===== config.mk =====
export PLATFORM = sky130hd
export DESIGN_NAME = signed_mult_seq_ctrl
export DESIGN_NICKNAME = d
export VERILOG_FILES = /design/src/rtl/signed_mult_pkg.sv /design/src/rtl/signed_mult_seq_ctrl_mult_step.sv /design/src/rtl/signed_mult_seq_ctrl.sv
export SDC_FILE = /design/constraint.sdc
export NUM_CORES = 1
export LEC_CHECK = 0
export CORE_ASPECT_RATIO = 0.75
export CORE_MARGIN = 2
export CORE_UTILIZATION = 40
export DETAILED_ROUTE_END_ITERATION = 7
export DONT_BUFFER_PORTS = 1
export PLACE_DENSITY = 0.54
export SYNTH_ARGS = -nofsm -noshare
export SYNTH_HDL_FRONTEND = slang
export SYNTH_SLANG_ARGS = --single-unit

===== constraint.sdc =====
create_clock -name clk -period 2.78 [get_ports clk]
set_input_delay 0.417 -clock clk [delete_from_list [all_inputs] [get_ports clk]]
set_output_delay 0.417 -clock clk [all_outputs]
set_load 0.05 [all_outputs]

===== src/rtl/signed_mult_pkg.sv =====
// Shared definitions for the sequential sign-magnitude multiplier.
//   state_t         controller states IDLE / ITER / FIX / DONE
//   prod_width(w)   product width, 2*w-1
//   mag_width(w)    magnitude width, w-1
//   DEFAULT_WIDTH   default operand width (8)
package signed_mult_pkg;

  localparam int DEFAULT_WIDTH = 8;

  typedef enum logic [1:0] {
    IDLE = 2'd0,
    ITER = 2'd1,
    FIX  = 2'd2,
    DONE = 2'd3
  } state_t;

  function automatic int prod_width(input int w);
    return 2 * w - 1;
  endfunction

  function automatic int mag_width(input int w);
    return w - 1;
  endfunction

endpackage


===== src/rtl/signed_mult_seq_ctrl_mult_step.sv =====
// mult_step: one combinational shift-add step of the magnitude multiplier.
// Ports:
//   acc        in   accumulated partial product (2*WIDTH-2 bits)
//   mag_a      in   multiplicand magnitude (WIDTH-1 bits)
//   mag_b      in   remaining multiplier magnitude (WIDTH-1 bits)
//   cnt        in   iteration index, shift amount for mag_a
//   acc_next   out  acc + (mag_a << cnt) when mag_b[0], else acc
//   mag_b_next out  mag_b >> 1
module mult_step
  import signed_mult_pkg::*;
#(
  parameter int WIDTH = DEFAULT_WIDTH
) (
  input  logic [2*WIDTH-3:0]        acc,
  input  logic [WIDTH-2:0]          mag_a,
  input  logic [WIDTH-2:0]          mag_b,
  input  logic [$clog2(WIDTH)-1:0]  cnt,
  output logic [2*WIDTH-3:0]        acc_next,
  output logic [WIDTH-2:0]          mag_b_next
);

  localparam int MW = mag_width(WIDTH);
  localparam int AW = prod_width(WIDTH) - 1;

  logic [AW-1:0] addend;

  // The largest magnitude product fits in AW bits, so this add never overflows.
  assign addend     = {{(AW-MW){1'b0}}, mag_a} << cnt;
  assign acc_next   = mag_b[0] ? (acc + addend) : acc;
  assign mag_b_next = mag_b >> 1;

endmodule


===== src/rtl/signed_mult_seq_ctrl.sv =====
// signed_mult_seq_ctrl: sequential sign-magnitude multiplier with controller.
// Accepts two WIDTH-bit two's-complement operands on start (in IDLE), runs
// one shift-add step per cycle on magnitudes, then applies the sign and
// loads the (2*WIDTH-1)-bit product register.
// Ports:
//   clk      in   clock, rising edge
//   reset    in   synchronous active-high reset
//   start    in   request, sampled only in IDLE
//   a, b     in   signed operands (WIDTH bits)
//   busy     out  high in every state except IDLE
//   done     out  one-cycle pulse, product/err valid
//   err      out  an operand was the most-negative value (magnitude unrepresentable)
//   product  out  signed result, held until the next FIX
// Build option: define EARLY_TERM_EN to leave ITER as soon as the remaining
// multiplier magnitude is zero (variable latency). Undefined: fixed latency.
module signed_mult_seq_ctrl
  import signed_mult_pkg::*;
#(
  parameter int WIDTH = DEFAULT_WIDTH
) (
  input  logic                  clk,
  input  logic                  reset,
  input  logic                  start,
  input  logic [WIDTH-1:0]      a,
  input  logic [WIDTH-1:0]      b,
  output logic                  busy,
  output logic                  done,
  output logic                  err,
  output logic [2*WIDTH-2:0]    product
);

  localparam int PW = prod_width(WIDTH);
  localparam int MW = mag_width(WIDTH);
  localparam int AW = PW - 1;
  localparam int CW = $clog2(WIDTH);
  localparam logic [WIDTH-1:0] MOST_NEG = {1'b1, {MW{1'b0}}};
  localparam logic [CW-1:0]    LAST_CNT = CW'(MW - 1);

  state_t          state_reg, state_next;
  logic [AW-1:0]   acc_reg, acc_next;
  logic [MW-1:0]   mag_a_reg, mag_a_next;
  logic [MW-1:0]   mag_b_reg, mag_b_next;
  logic [CW-1:0]   cnt_reg, cnt_next;
  logic            sign_reg, sign_next;
  logic            err_pend_reg, err_pend_next;
  logic            err_reg, err_next;
  logic [PW-1:0]   product_reg, product_next;

  logic [AW-1:0]   step_acc;
  logic [MW-1:0]   step_mag_b;
  logic [MW-1:0]   abs_a, abs_b;
  logic            early_exit;

  // For the most-negative operand the truncated magnitude is meaningless;
  // err forces the product to zero, so its value does not matter.
  assign abs_a = a[WIDTH-1] ? MW'(-a) : a[MW-1:0];
  assign abs_b = b[WIDTH-1] ? MW'(-b) : b[MW-1:0];

`ifdef EARLY_TERM_EN
  assign early_exit = (mag_b_reg == '0);
`else
  assign early_exit = 1'b0;
`endif

  mult_step #(.WIDTH(WIDTH)) u_step (
    .acc        (acc_reg),
    .mag_a      (mag_a_reg),
    .mag_b      (mag_b_reg),
    .cnt        (cnt_reg),
    .acc_next   (step_acc),
    .mag_b_next (step_mag_b)
  );

  always_ff @(posedge clk) begin
    if (reset) begin
      state_reg    <= IDLE;
      acc_reg      <= '0;
      mag_a_reg    <= '0;
      mag_b_reg    <= '0;
      cnt_reg      <= '0;
      sign_reg     <= 1'b0;
      err_pend_reg <= 1'b0;
      err_reg      <= 1'b0;
      product_reg  <= '0;
    end else begin
      state_reg    <= state_next;
      acc_reg      <= acc_next;
      mag_a_reg    <= mag_a_next;
      mag_b_reg    <= mag_b_next;
      cnt_reg      <= cnt_next;
      sign_reg     <= sign_next;
      err_pend_reg <= err_pend_next;
      err_reg      <= err_next;
      product_reg  <= product_next;
    end
  end

  always_comb begin
    state_next    = state_reg;
    acc_next      = acc_reg;
    mag_a_next    = mag_a_reg;
    mag_b_next    = mag_b_reg;
    cnt_next      = cnt_reg;
    sign_next     = sign_reg;
    err_pend_next = err_pend_reg;
    err_next      = err_reg;
    product_next  = product_reg;

    case (state_reg)
      IDLE: begin
        if (start) begin
          mag_a_next    = abs_a;
          mag_b_next    = abs_b;
          // A zero operand must give +0, never a negated zero.
          sign_next     = (a[WIDTH-1] ^ b[WIDTH-1]) & (a != '0) & (b != '0);
          acc_next      = '0;
          cnt_next      = '0;
          err_pend_next = (a == MOST_NEG) || (b == MOST_NEG);
          state_next    = ITER;
        end
      end
      ITER: begin
        if (early_exit) begin
          state_next = FIX;
        end else begin
          acc_next   = step_acc;
          mag_b_next = step_mag_b;
          cnt_next   = cnt_reg + 1'b1;
          if (cnt_reg == LAST_CNT) begin
            state_next = FIX;
          end
        end
      end
      FIX: begin
        if (err_pend_reg) begin
          product_next = '0;
        end else if (sign_reg) begin
          product_next = -{1'b0, acc_reg};
        end else begin
          product_next = {1'b0, acc_reg};
        end
        err_next   = err_pend_reg;
        state_next = DONE;
      end
      DONE: begin
        state_next = IDLE;
      end
      default: begin
        state_next = IDLE;
      end
    endcase
  end

  assign busy    = (state_reg != IDLE);
  assign done    = (state_reg == DONE);
  assign err     = err_reg;
  assign product = product_reg;

endmodule


# After elaboration in Yosys (flattened, before gate mapping)

Cells that the tools add are included.

Add/sub/neg operators: 5
Eq/ne operators: 9
Shift operators: 1
Multiplexer cells: 14
Bitwise logic cells: 3
Reductions and logical operators: 10

Operator list:

| operator                                            | count |
|---|---|
| two-way mux 15 bit                                  | 2 |
| two-way mux 14 bit                                  | 2 |
| one-hot mux 14 bit (2 select lines)                 | 1 |
| two-way mux 7 bit                                   | 3 |
| equality test 8 bit, second input constant          | 2 |
| nonzero test 8 bit                                  | 2 |
| negation 14 -> 15 bit                               | 1 |
| adder 14 bit                                        | 1 |
| negation 7 bit                                      | 2 |
| one-hot mux 7 bit (2 select lines)                  | 1 |
| left shift 7 x 3 -> 14 bit                          | 1 |
| one-hot mux 2 bit (4 select lines)                  | 1 |
| != test 2 bit, second input constant                | 3 |
| one-hot mux 3 bit (2 select lines)                  | 1 |
| AND reduction 2 bit                                 | 3 |
| equality test 2 bit, second input constant          | 2 |
| two-way mux 2 bit                                   | 2 |
| nonzero test 2 bit                                  | 2 |
| adder 3 x 1 -> 3 bit, second input constant         | 1 |
| equality test 3 bit, second input constant          | 1 |
| two-way mux 3 bit                                   | 1 |
| AND reduction 3 bit                                 | 1 |
| AND 1 bit                                           | 2 |
| equality test 2 x 1 -> 1 bit, second input constant | 1 |
| other kinds (3)                                     | 3 |

Bits in registers: 51
Input port bits: 19
Output and inout port bits: 18
Word-level logic and storage cells: 51

# Longest topological paths before layout

Word-level depth: 4
Depth in mapped cells: 13
Mapped depth without buffers: 12

# Hierarchy

From an unflattened synthesis, not the netlist that was laid out.

Cell total of the unflattened synthesis: 472
Area total of the unflattened synthesis: 3788.6 sq um

By module, submodules not included:

| module               | times used | cells each | area an instance (sq um) | sequential area each (sq um) |
|---|---|---|---|---|
| signed_mult_seq_ctrl | 1          | 316        | 2671.3                   | 1021.0 |
| mult_step            | 1          | 156        | 1117.3                   | 0.0 |

# Least setup slack after synthesis

Ideal clock, no wire load.

Path kind: register to register
Start: register cnt_reg[1]
End: register acc_reg[11]
Setup time: 0.117 ns
Data arrival time: 2.788 ns
Data required time: 2.663 ns
Setup slack: -0.124 ns
Cell stages (with the launch flop): 14
Path buffers: 2
Clock period less this slack: 2.904 ns
Cell sequence: dfxtp_1 -> clkbuf_1 -> clkbuf_1 -> mux2i_1 -> nand2_1 -> nand2_1 -> o22ai_1 -> ha_1 -> a21oi_1 -> o211ai_1 -> a31oi_1 -> a21oi_1 -> xor2_1 -> a22o_1

Word-level cells in the longest chain between the ends: 4

RTL lines:

| element                             | RTL line                             | RTL |
|---|---|---|
| from (decl)                         | signed_mult_seq_ctrl.sv:43           | `logic [CW-1:0] cnt_reg, cnt_next;` |
| from (signal assigned)              | signed_mult_seq_ctrl.sv:90           | `cnt_reg <= cnt_next;` |
| left shift 7 x 3 -> 14 bit          | signed_mult_seq_ctrl_mult_step.sv:28 | `assign addend = {{(AW-MW){1'b0}}, mag_a} << cnt;` |
| adder 14 bit                        | signed_mult_seq_ctrl_mult_step.sv:29 | `assign acc_next = mag_b[0] ? (acc + addend) : acc;` |
| two-way mux 14 bit                  | signed_mult_seq_ctrl_mult_step.sv:29 |  |
| one-hot mux 14 bit (2 select lines) | signed_mult_seq_ctrl.sv:109          | `case (state_reg)` |
| to (signal assigned)                | signed_mult_seq_ctrl.sv:87           | `acc_reg <= acc_next;` |
| to (decl)                           | signed_mult_seq_ctrl.sv:40           | `logic [AW-1:0] acc_reg, acc_next;` |

Every way passes these cells. The select of a mux whose other input is x is not followed.
A chain may end at the register's enable or synchronous reset.

# Worst setup path after layout

Same ends and word-level chain as after synthesis.

==> results by group <==
Floorplan
  • # IOs: 37
  • Die H: 84.3 microns
  • Core area: 0.00842 sq mm
  • Initial Utilization: 40.9%
  • Die area: 0.00937 sq mm
  • Die width: 111 microns
  • # rows: 29

Synthesis
  • Post-synth top flop: dfxtp_1
  • Synth area leader: dfxtp_1
  • Top cells by area, synth: dfxtp_1 30%, ha_1 8.4%, nor2_1 5.8%, nand2_1 5.6%, a21oi_1 4.7%
  • Synth async-reset ratio: 0%
  • Yosys top cell area share: 29.7%
  • Syn_nets: 487
  • Mean Syn Cell Area: 7.75 sq um
  • Synthesized area: 0.00344 sq mm
  • Syn Inst Count: 444
  • Register area share after synthesis: 29.7%
  • Number of flops mapped to enable cells by yosys: 0
  • Netlist cell types: 50
  • Synth Warn #: 0
  • Synth Register Bits: 51

Cells and area
  • FF/Latch Area: 0.00103 sq mm
  • Design Area, Final: 0.00378 sq mm
  • P&R area growth vs syn: 9.92%
  • Layout cells sized above 1: 9.71%
  • Final Net Count: 486
  • Most frequent cells in the layout: 53 x nor2_1, 51 x nand2_1, 49 x dfxtp_1, 31 x a21oi_1, 23 x ha_1
  • Max FFs per register: 15
  • Most common cell after layout, fill and taps aside: nor2_1
  • Fillers: 850
  • Ant. Diodes: 0
  • Multi-input logic area: 0.00227 sq mm

Timing
  • Worst rel slew slack: 56.5%
  • Post-layout min period: 2.60 ns
  • Hold Fails Final Rpt: 0
  • Final setup TNS: 0 ns
  • Fin crit share: 93.6%
  • Worst hold slack: 0.182 ns
  • Worst Max-Slew Pin Slew: 0.651 ns
  • Clock skew: 0.00347 ns
  • Setup violators final: 0
  • Max Transition Viols Final: 0
  • F_max: 384 MHz
  • RSZ-0062 raised after global routing: false

Worst setup path
  • Worst path slowest cell: dfxtp_4
  • Crit start category: register
  • CP top delay family: compound AO/OA/AOI/OAI gates
  • Critical Path AT: 2.79 ns
  • CP max stage delay: 0.42 ns
  • Critical Path RT: 2.97 ns
  • Buf+Inv Stages, Crit Path: 0
  • Most frequent CP cell: o21ai_0
  • CP endpoint kind: register
  • Critical Path Fanout Max: 8
  • Crit path kind: register to register
  • Worst path cell trace: mux2_2 -> o21ai_0 -> o21ai_0 -> ha_1 -> a21oi_1 -> o21ai_0 -> a31oi_4 -> a21oi_1 -> xor2_1 -> a22o_1

CTS
  • Cts hold-fix bufs: 0
  • Worst-Skew Late Latency: 0.29 ns
  • Clock Tree Buf Depth: 2
  • Cts bufs inserted: 5
  • TritonCTS clock tree: yes
  • Root Driver: clkbuf_16
  • CTS sink cnt: 51
  • H-tree depth: 2
  • Clock-pin slew on the worst setup and hold paths: 0.07 ns

Pwr
  • PD cells: 739 mW/mm^2
  • Static Leak: 0.00152 uW
  • VDD IR max: 356 uV

GRT
  • GRT overflow: 0
  • Vias in the first global route: 2819
  • Pin count of the biggest net entering global routing: 46
  • Tot GR Track Use: 18.4%
  • First-pass GRT wire length: 14200 microns
  • Initial antenna violation count: 0

Detailed routing
  • Final WL: 8290 microns
  • DRC errors left: 0
  • TritonRoute pass-1 iters: 5
  • Vias per Instance: 5.52
  • Routed Antenna Nets: 0
  • Via count: 3043
  • Initial DRC Count: 175
  • Routed len/inst: 15.0 microns

Hold path
  • Hold WC Path Type: input port to register

Flow run
  • Max Cap Viol: 0

Place
  • Number of port buffers: 0
  • Area after DPL: 0.00359 sq mm
  • Final GP Congestion: 0.848
  • Hpwl dp: 6280 microns

Outcome
  • Status: finished, final reports clean
## final timing paths
check                                  start            to  slack, ns  cells past startpoint
worst max-delay path              cnt_reg[1]   acc_reg[11]       0.18                     10
worst min-delay path                   reset  mag_b_reg[2]       0.18                      1
worst max register to register    cnt_reg[1]   acc_reg[11]       0.18                     10
worst min register to register  mag_b_reg[5]  mag_b_reg[5]       0.45                      2
## synth_stat cells (all sizes together), types with 4 or more instances
cell type and n:
a211oi 9, buf 4, nor2b 5, or3 9, dfxtp 51, o21ai 19
ha 23, xor2 16, nand4 5, o211ai 6, inv 18, o31ai 5
nand3 14, nand2 51, and3 5, clkbuf 21, a22oi 11, nor3 11
nor2 53, xnor2 14, o41ai 6, mux2i 14, and2 4, a21oi 32
## cell type report
type	instances	area share, %
clock buffers	6	3.67
clock inverters	1	0.231
inverters	19	1.88
multi-input cells	348	60.0
flip-flops and latches	51	27.1
well taps	108	3.57
repair buffers	18	3.57
## stage by stage
step / instances / total power, uW / utilization (%) / worst slack, ns
final: 551 / 2800 / 44.9 / 0.178
after global routing: 551 / 3010 / 44.9 / 0.0287
after CTS: 549 / 2800 / 44.4 / 0.00453
after detailed placement: 542 / 2160 / 42.7 / 0.00906
after global placement: 542 / 2140 / 42.7 / 0.00606
after floorplan: 444 / 1840 / - / 0.0361
## where the power goes
| part | switching [uW] | internal, uW |
|---|---|---|
| registers | 159 | 843 |
| logic | 700 | 461 |
| clock network | 275 | 357 |
| total | 1130 | 1660 |
## per-layer routing
layer	global-route usage (%)	vias to the layer above	share of wire (%)
li1	-	1561	-
met1	27.7	1413	54
met2	27.4	63	41
met3	3.90	6	4.6
met4	3.03	0	0.54
met5	0	-	0
## cell families (layout without fill, tap and decap cells)
group	Yosys count	after routing	synth area share, %
compound gates	108	108	20.7
simple gates	170	170	23.0
buf+inv	45	44	5.31
mux	16	16	4.73
xor+xnor	30	30	7.63
fa+ha+maj	24	24	8.94
flops	51	51	29.7
## repair_timing
action	4_1_cts	5_1_grt
gates resized for setup	1	9
endpoints found under the setup margin	1	7
buffers inserted	0	2
pin swaps	0	3
No activity file was read; power rests on OpenSTA's default activity.
